### config.mk
export PLATFORM = sky130hd
export DESIGN_NAME = decode_pipe
export DESIGN_NICKNAME = d
export VERILOG_FILES = /design/src/rtl/decode_pipe.sv
export SDC_FILE = /design/constraint.sdc
export NUM_CORES = 1
export LEC_CHECK = 0
export CORE_MARGIN = 2
export CORE_UTILIZATION = 40
export CTS_BUF_LIST = sky130_fd_sc_hd__clkbuf_16
export CTS_CLUSTER_SIZE = 30
export DETAILED_ROUTE_END_ITERATION = 8
export HOLD_SLACK_MARGIN = 0.1
export PLACE_DENSITY = 0.73
export REMOVE_ABC_BUFFERS = 1
export SLEW_MARGIN = 20
export SYNTH_ARGS = -nofsm -noshare
export SYNTH_HDL_FRONTEND = slang
export SYNTH_SLANG_ARGS = --single-unit
### constraint.sdc
create_clock -name clk -period 5.7 [get_ports clk]
set_input_delay 1.14 -clock clk [delete_from_list [all_inputs] [get_ports clk]]
set_output_delay 1.14 -clock clk [all_outputs]
set_load 0.03 [all_outputs]
### src/rtl/decode_pipe.sv
// decode_pipe: 8-entry register file, instruction field split, load-use hazard detection and ID/EX register.
// Build option: define DECODE_BYPASS_EN to forward same-cycle writeback data to register reads.
module decode_pipe #(
  parameter int DATA_W   = 16,
  parameter int JOFF_W   = 11,
  parameter int LINK_REG = 7
) (
  input  logic              clk,
  input  logic              rst,
  input  logic              if_valid,
  input  logic [15:0]       if_instr,
  output logic              id_ready,
  output logic [4:0]        id_opcode,
  input  logic [1:0]        ctl_regdst,
  input  logic              ctl_regwrite,
  input  logic              ctl_memread,
  input  logic              ex_stall,
  input  logic              flush,
  input  logic              wb_en,
  input  logic [2:0]        wb_sel,
  input  logic [DATA_W-1:0] wb_data,
  output logic              ex_valid,
  output logic [DATA_W-1:0] ex_reg1,
  output logic [DATA_W-1:0] ex_reg2,
  output logic [DATA_W-1:0] ex_joff,
  output logic [7:0]        ex_imm,
  output logic [4:0]        ex_opcode,
  output logic [2:0]        ex_wsel,
  output logic              ex_regwrite,
  output logic              ex_memread
);

  localparam logic [2:0] LINK_SEL = 3'(LINK_REG);

  function automatic logic signed [DATA_W-1:0] sext_joff(input logic [JOFF_W-1:0] f);
    return {{(DATA_W-JOFF_W){f[JOFF_W-1]}}, f};
  endfunction

  logic [DATA_W-1:0] rf [8];

  logic [2:0]               rsel1_p0, rsel2_p0, wsel_p0;
  logic [DATA_W-1:0]        rd1_p0, rd2_p0;
  logic signed [DATA_W-1:0] joff_p0;
  logic                     hz_p0;

  logic                     vld_p1;
  logic [DATA_W-1:0]        reg1_p1, reg2_p1;
  logic signed [DATA_W-1:0] joff_p1;
  logic [7:0]               imm_p1;
  logic [4:0]               opcode_p1;
  logic [2:0]               wsel_p1;
  logic                     regwrite_p1, memread_p1;

  // Register file: writeback always lands, independent of stall, flush or hazard.
  always_ff @(posedge clk or posedge rst) begin
    if (rst) begin
      for (int i = 0; i < 8; i++) rf[i] <= '0;
    end else if (wb_en) begin
      rf[wb_sel] <= wb_data;
    end
  end

  // ---- p0: combinational decode of the fetched instruction ----
  assign rsel1_p0  = if_instr[10:8];
  assign rsel2_p0  = if_instr[7:5];
  assign id_opcode = if_instr[15:11];
  assign joff_p0   = sext_joff(if_instr[JOFF_W-1:0]);

  always_comb begin
    rd1_p0 = rf[rsel1_p0];
    rd2_p0 = rf[rsel2_p0];
`ifdef DECODE_BYPASS_EN
    if (wb_en && (wb_sel == rsel1_p0)) rd1_p0 = wb_data;
    if (wb_en && (wb_sel == rsel2_p0)) rd2_p0 = wb_data;
`endif
  end

  always_comb begin
    case (ctl_regdst)
      2'd0:    wsel_p0 = if_instr[10:8];
      2'd1:    wsel_p0 = if_instr[7:5];
      2'd2:    wsel_p0 = if_instr[4:2];
      default: wsel_p0 = LINK_SEL;
    endcase
  end

  // A load still in ID/EX cannot forward its result to a consumer in decode.
  assign hz_p0 = if_valid & vld_p1 & memread_p1 & regwrite_p1 &
                 ((wsel_p1 == rsel1_p0) | (wsel_p1 == rsel2_p0));

  assign id_ready = flush | ~(ex_stall | hz_p0);

  // ---- p1: ID/EX pipeline register ----
  always_ff @(posedge clk or posedge rst) begin
    if (rst) begin
      vld_p1      <= 1'b0;
      regwrite_p1 <= 1'b0;
      memread_p1  <= 1'b0;
      reg1_p1     <= '0;
      reg2_p1     <= '0;
      joff_p1     <= '0;
      imm_p1      <= '0;
      opcode_p1   <= '0;
      wsel_p1     <= '0;
    end else if (flush) begin
      vld_p1      <= 1'b0;
      regwrite_p1 <= 1'b0;
      memread_p1  <= 1'b0;
      reg1_p1     <= '0;
      reg2_p1     <= '0;
      joff_p1     <= '0;
      imm_p1      <= '0;
      opcode_p1   <= '0;
      wsel_p1     <= '0;
    end else if (ex_stall) begin
      vld_p1      <= vld_p1;
    end else if (hz_p0) begin
      vld_p1      <= 1'b0;
      regwrite_p1 <= 1'b0;
      memread_p1  <= 1'b0;
    end else begin
      vld_p1      <= if_valid;
      regwrite_p1 <= ctl_regwrite & if_valid;
      memread_p1  <= ctl_memread & if_valid;
      reg1_p1     <= rd1_p0;
      reg2_p1     <= rd2_p0;
      joff_p1     <= joff_p0;
      imm_p1      <= if_instr[7:0];
      opcode_p1   <= if_instr[15:11];
      wsel_p1     <= wsel_p0;
    end
  end

  assign ex_valid    = vld_p1;
  assign ex_reg1     = reg1_p1;
  assign ex_reg2     = reg2_p1;
  assign ex_joff     = joff_p1;
  assign ex_imm      = imm_p1;
  assign ex_opcode   = opcode_p1;
  assign ex_wsel     = wsel_p1;
  assign ex_regwrite = regwrite_p1;
  assign ex_memread  = memread_p1;

endmodule

# Word level (Yosys, flattened, before mapping)
# Cells that the tools add are included.
dict set report word_totals {
  ff_bits 195
  wordCells 80
  out_inout_bits 73
}
dict set report op_classes {
  muxes 37
  eq_ne 6
  n_bitwise 13
  reduce_logical 3
  order_cmp 4
}
# op n
set ops {}
lappend ops {{16-bit 2-to-1 mux} 14}
lappend ops {{128-bit bitwise mux} 1}
lappend ops {{16-bit binary-select mux with 3-bit select} 2}
lappend ops {{16-bit demux with 3-bit select} 1}
lappend ops {{8-bit 2-to-1 mux} 3}
lappend ops {{5-bit 2-to-1 mux} 3}
lappend ops {{4-bit >= comparator, second input constant} 3}
lappend ops {{3-bit inverter with 4-bit output} 3}
lappend ops {{1-bit 2-to-1 mux} 9}
lappend ops {{3-bit 2-to-1 mux} 3}
lappend ops {{3-bit one-hot mux with 3 select lines} 1}
lappend ops {{1-bit AND} 6}
lappend ops {{3-bit equality test} 2}
lappend ops {{4-bit by 1-bit less-than comparator with 1-bit output, second input constant} 1}
lappend ops {{1-bit OR} 3}
lappend ops {{2-bit by 1-bit equality test with 1-bit output, second input constant} 1}
lappend ops {{2-bit equality test, second input constant} 1}
lappend ops {{2-bit logical NOT} 1}
lappend ops {{2-bit by 1-bit != test with 1-bit output, second input constant} 1}
lappend ops {{2-bit != test, second input constant} 1}
lappend ops {{2-bit AND reduction} 1}
lappend ops {{1-bit logical AND} 1}
lappend ops {{1-bit inverter} 1}

# Logic depth before layout (Yosys ltp)
dict set report logic_depth {
  word_depth 7
  depth_mapped 7
  mapped_depth_nobuf 4
}

# Worst setup path before layout
# No wires, ideal clock.
dict set report synth_timing {
  kind {input to output}
  from {input port if_instr[10]}
  to {output port id_ready}
  slack_ps 1935
  n_path_buf 2
  required_ps 4560
  t_arrival_ps 2625
  path_stages 5
  path_cell_list {buf_4 -> xnor2_1 -> a41o_2 -> clkbuf_1 -> o21ai_0}
}
dict set report synth_via {
  elab_chain_len 6
}
# item line_no
set synth_lines {}
lappend synth_lines {{start: declaration} 11} ;# input logic [15:0] if_instr,
lappend synth_lines {{3-bit equality test} 89} ;# ((wsel_p1 == rsel1_p0) | (wsel_p1 == rsel2_p0));
lappend synth_lines {{1-bit OR} 89}
lappend synth_lines {{1-bit AND} 88} ;# assign hz_p0 = if_valid & vld_p1 & memread_p1 & regwrite_p1 &
lappend synth_lines {{1-bit OR} 91} ;# assign id_ready = flush | ~(ex_stall | hz_p0);
lappend synth_lines {{1-bit inverter} 91}
lappend synth_lines {{1-bit OR} 91}
lappend synth_lines {{end: declaration} 12} ;# output logic id_ready,
# Every way passes these cells.

# Worst setup path in the final report
dict set report layout_timing {
  from {input port if_instr[9]}
  to {output port id_ready}
}
# Same word-level chain as after synthesis.

==> metrics <==
initial antenna violation count=0; synthesized cell area=9610 um^2; CP dominant cell by count=clkdlybuf4s50_1; Worst-Margin Slew=932 ps; Avg Inst Size Synth=14.3 um^2; hold buffers post-CTS=0; First-pass DRT Iterations=5; Clock Latency Late Sink=430 ps; max frequency=225 MHz; max-slew violations=0; layout cells sized above 1=30.0%; clk_skew=10.0 ps; main flop type after synthesis=dfrtp_1; Final nets=796; Bufs on Longest Clock Path=2; Post-Synthesis Cells=672; antenna-violating nets left=0; R2R setup slack=3290 ps; setup bufs post-CTS=0; vias in the first global route=6330; row count=56; CTS tree=built; slowest CP cell=clkdlybuf4s50_1; outcome=finished clean; Slew Limit Headroom=37.7%; GRT Util Overall=19.0%; clock slew at reported path FFs=70 ps; post_cts resized=0; hold slack=521 ps; largest net degree at the start of global routing=93; Cell variety after synth=33; Max VDD drop=0.245 mV; Final Cell Area=11400 um^2; via count=6247; Final Core Density=48.5%; Vias/cell=5.77; number of H-tree levels=4; post-synth top area cell=dfrtp_1; Residual DRC=0; Seq/Total Area, Yosys=47.4%; Final Power=3.73 mW; number of port buffers=117; Setup CP Type=in2out; largest family of logic cells by synthesized area=multiplexers; Yosys reg bits=182; grt ovf=0; Filler cells=2091; Synth Area in Compound Gates=6.07%; io pins=118; Critical Path End Type=output port; Crit Path Max Fanout=19; pwr/cell area=327 nW/um^2; Num CTS Buffers=17; leakage dissipation=4.71 nW; Die Ht=159 um; die area=25300 um^2; element type at the critical path start=primary input; Final Hold Fails=0; final worst path period share=78.1%; Synth async-reset ratio=100%; Worst path max stage delay=700 ps; hpwl dp=13600 um; simple-gate share of the synthesized area=4.14%; Hold Path Class=reg2reg; Post-Synth Adder-Cell Area=0%; wire per inst=21.6 um; most numerous cell in the Yosys netlist=dfrtp_1; Yosys top cell area share=47.4%; Layout Area Growth over Synthesis=18.9%; XOR/XNOR share of the synthesized area=0.547%; Core Region=23500 um^2; WP data required=4560 ps; diode count=0; initial DRC count=474; final WL=23400 um; Final Setup Violations=0; Starting Density=40.8%; Die Span X=159 um; first-pass GRT wire length=37000 um; DP Area=10800 um^2; Post-synth EDFFs=0; CP cell instances=clkdlybuf4s50_1 > buf_4 > xnor2_1 > a41o_2 > o21ai_0 > clkdlybuf4s50_1; Max Cap Violations=0; Synth top cells by count=182 x dfrtp_1, 163 x mux2_2, 58 x mux4_1; clk sink count=182; WP data arrival=3310 ps; YS warnings=0; post-layout minimum cycle time=4450 ps; GPL Wtd Cong=0.781; post-synthesis mux area share=36.5%; Setup TNS=0 ps; clk root buf=clkbuf_16; main area contributors after synthesis=dfrtp_1 47%, mux2_2 19%, mux4_1 16%; unrepaired setup endpoints after global routing=no
==> worst max-delay path: cells and delay by family <==
kind,cells,cell delay (ps)
buffers and inverters,3,1500
AOI/OAI and AO/OA,2,460
xor gates and xnor gates,1,190
==> final cells by class <==
cell class,instances,area (um^2),area share (%)
clock buffer,17,425,3.72
clock inverter,15,163,1.42
inverter,2,12.5,0.110
multi-input combinational,411,4550,39.8
sequential,182,4550,39.9
tap,319,399,3.49
timing repair buffer,137,1320,11.5
==> metal layers <==
metal,track usage [%],up-vias,routed length [um]
met5,0,-,0
met4,4.46,0,218
met3,4.35,17,1280
met2,30.8,174,11100
met1,26.2,3295,10800
li1,-,2761,-
==> final timing paths <==
| kind | startpoint | endpoint | cells past startpoint |
|---|---|---|---|
| worst min register to register | rf[8] | rf[8] | 1 |
| worst max-delay path | if_instr[9] | id_ready | 6 |
| max in group asynchronous | rst | rf[84] | 3 |
| worst max register to register | ex_memread | ex_reg2[14] | 5 |
| min in group asynchronous | rst | ex_memread | 2 |
| worst min-delay path | rf[8] | rf[8] | 1 |
==> sequential cells by signal, indices dropped and copies added, names as in the netlist <==
register,count
ex_valid,1
ex_regwrite,1
ex_reg1,16
rf,128
ex_memread,1
ex_reg2,16
ex_opcode,5
ex_joff,11
ex_wsel,3
==> cells in the final DEF, fill, tap and decap left out, types with 17 or more instances in the layout <==
| cell type | count |
|---|---|
| a21oi_1 | 50 |
| buf_4 | 19 |
| clkbuf_16 | 17 |
| clkdlybuf4s50_1 | 114 |
| dfrtp_1 | 182 |
| mux2_2 | 163 |
| mux4_1 | 58 |
| nand3_1 | 48 |
| o21ai_0 | 51 |
==> cells by family after synthesis <==
logic type | Yosys count
XOR/XNOR | 6
AND/OR/NAND/NOR | 68
multiplexers | 228
AO/OA/AOI/OAI | 109
flip-flops | 182
buffers and inverters | 79
==> stage by stage <==
| step | instances | worst slack, ps |
|---|---|---|
| 6_report | 1083 | 1250 |
| 4_1_cts | 1083 | 1240 |
| 5_1_grt | 1083 | 1180 |
| 2_1_floorplan | 595 | -384 |
| 3_5_place_dp | 1051 | 1230 |
| 3_3_place_gp | 1051 | 1240 |
==> where the power goes <==
| group | total (mW) | internal (mW) | switching (mW) |
|---|---|---|---|
| combinational | 0.856 | 0.510 | 0.346 |
| sequential | 1.69 | 1.53 | 0.158 |
| clock | 1.19 | 0.684 | 0.508 |
| total | 3.73 | 2.72 | 1.01 |
Power figures use the tool's default switching activity.
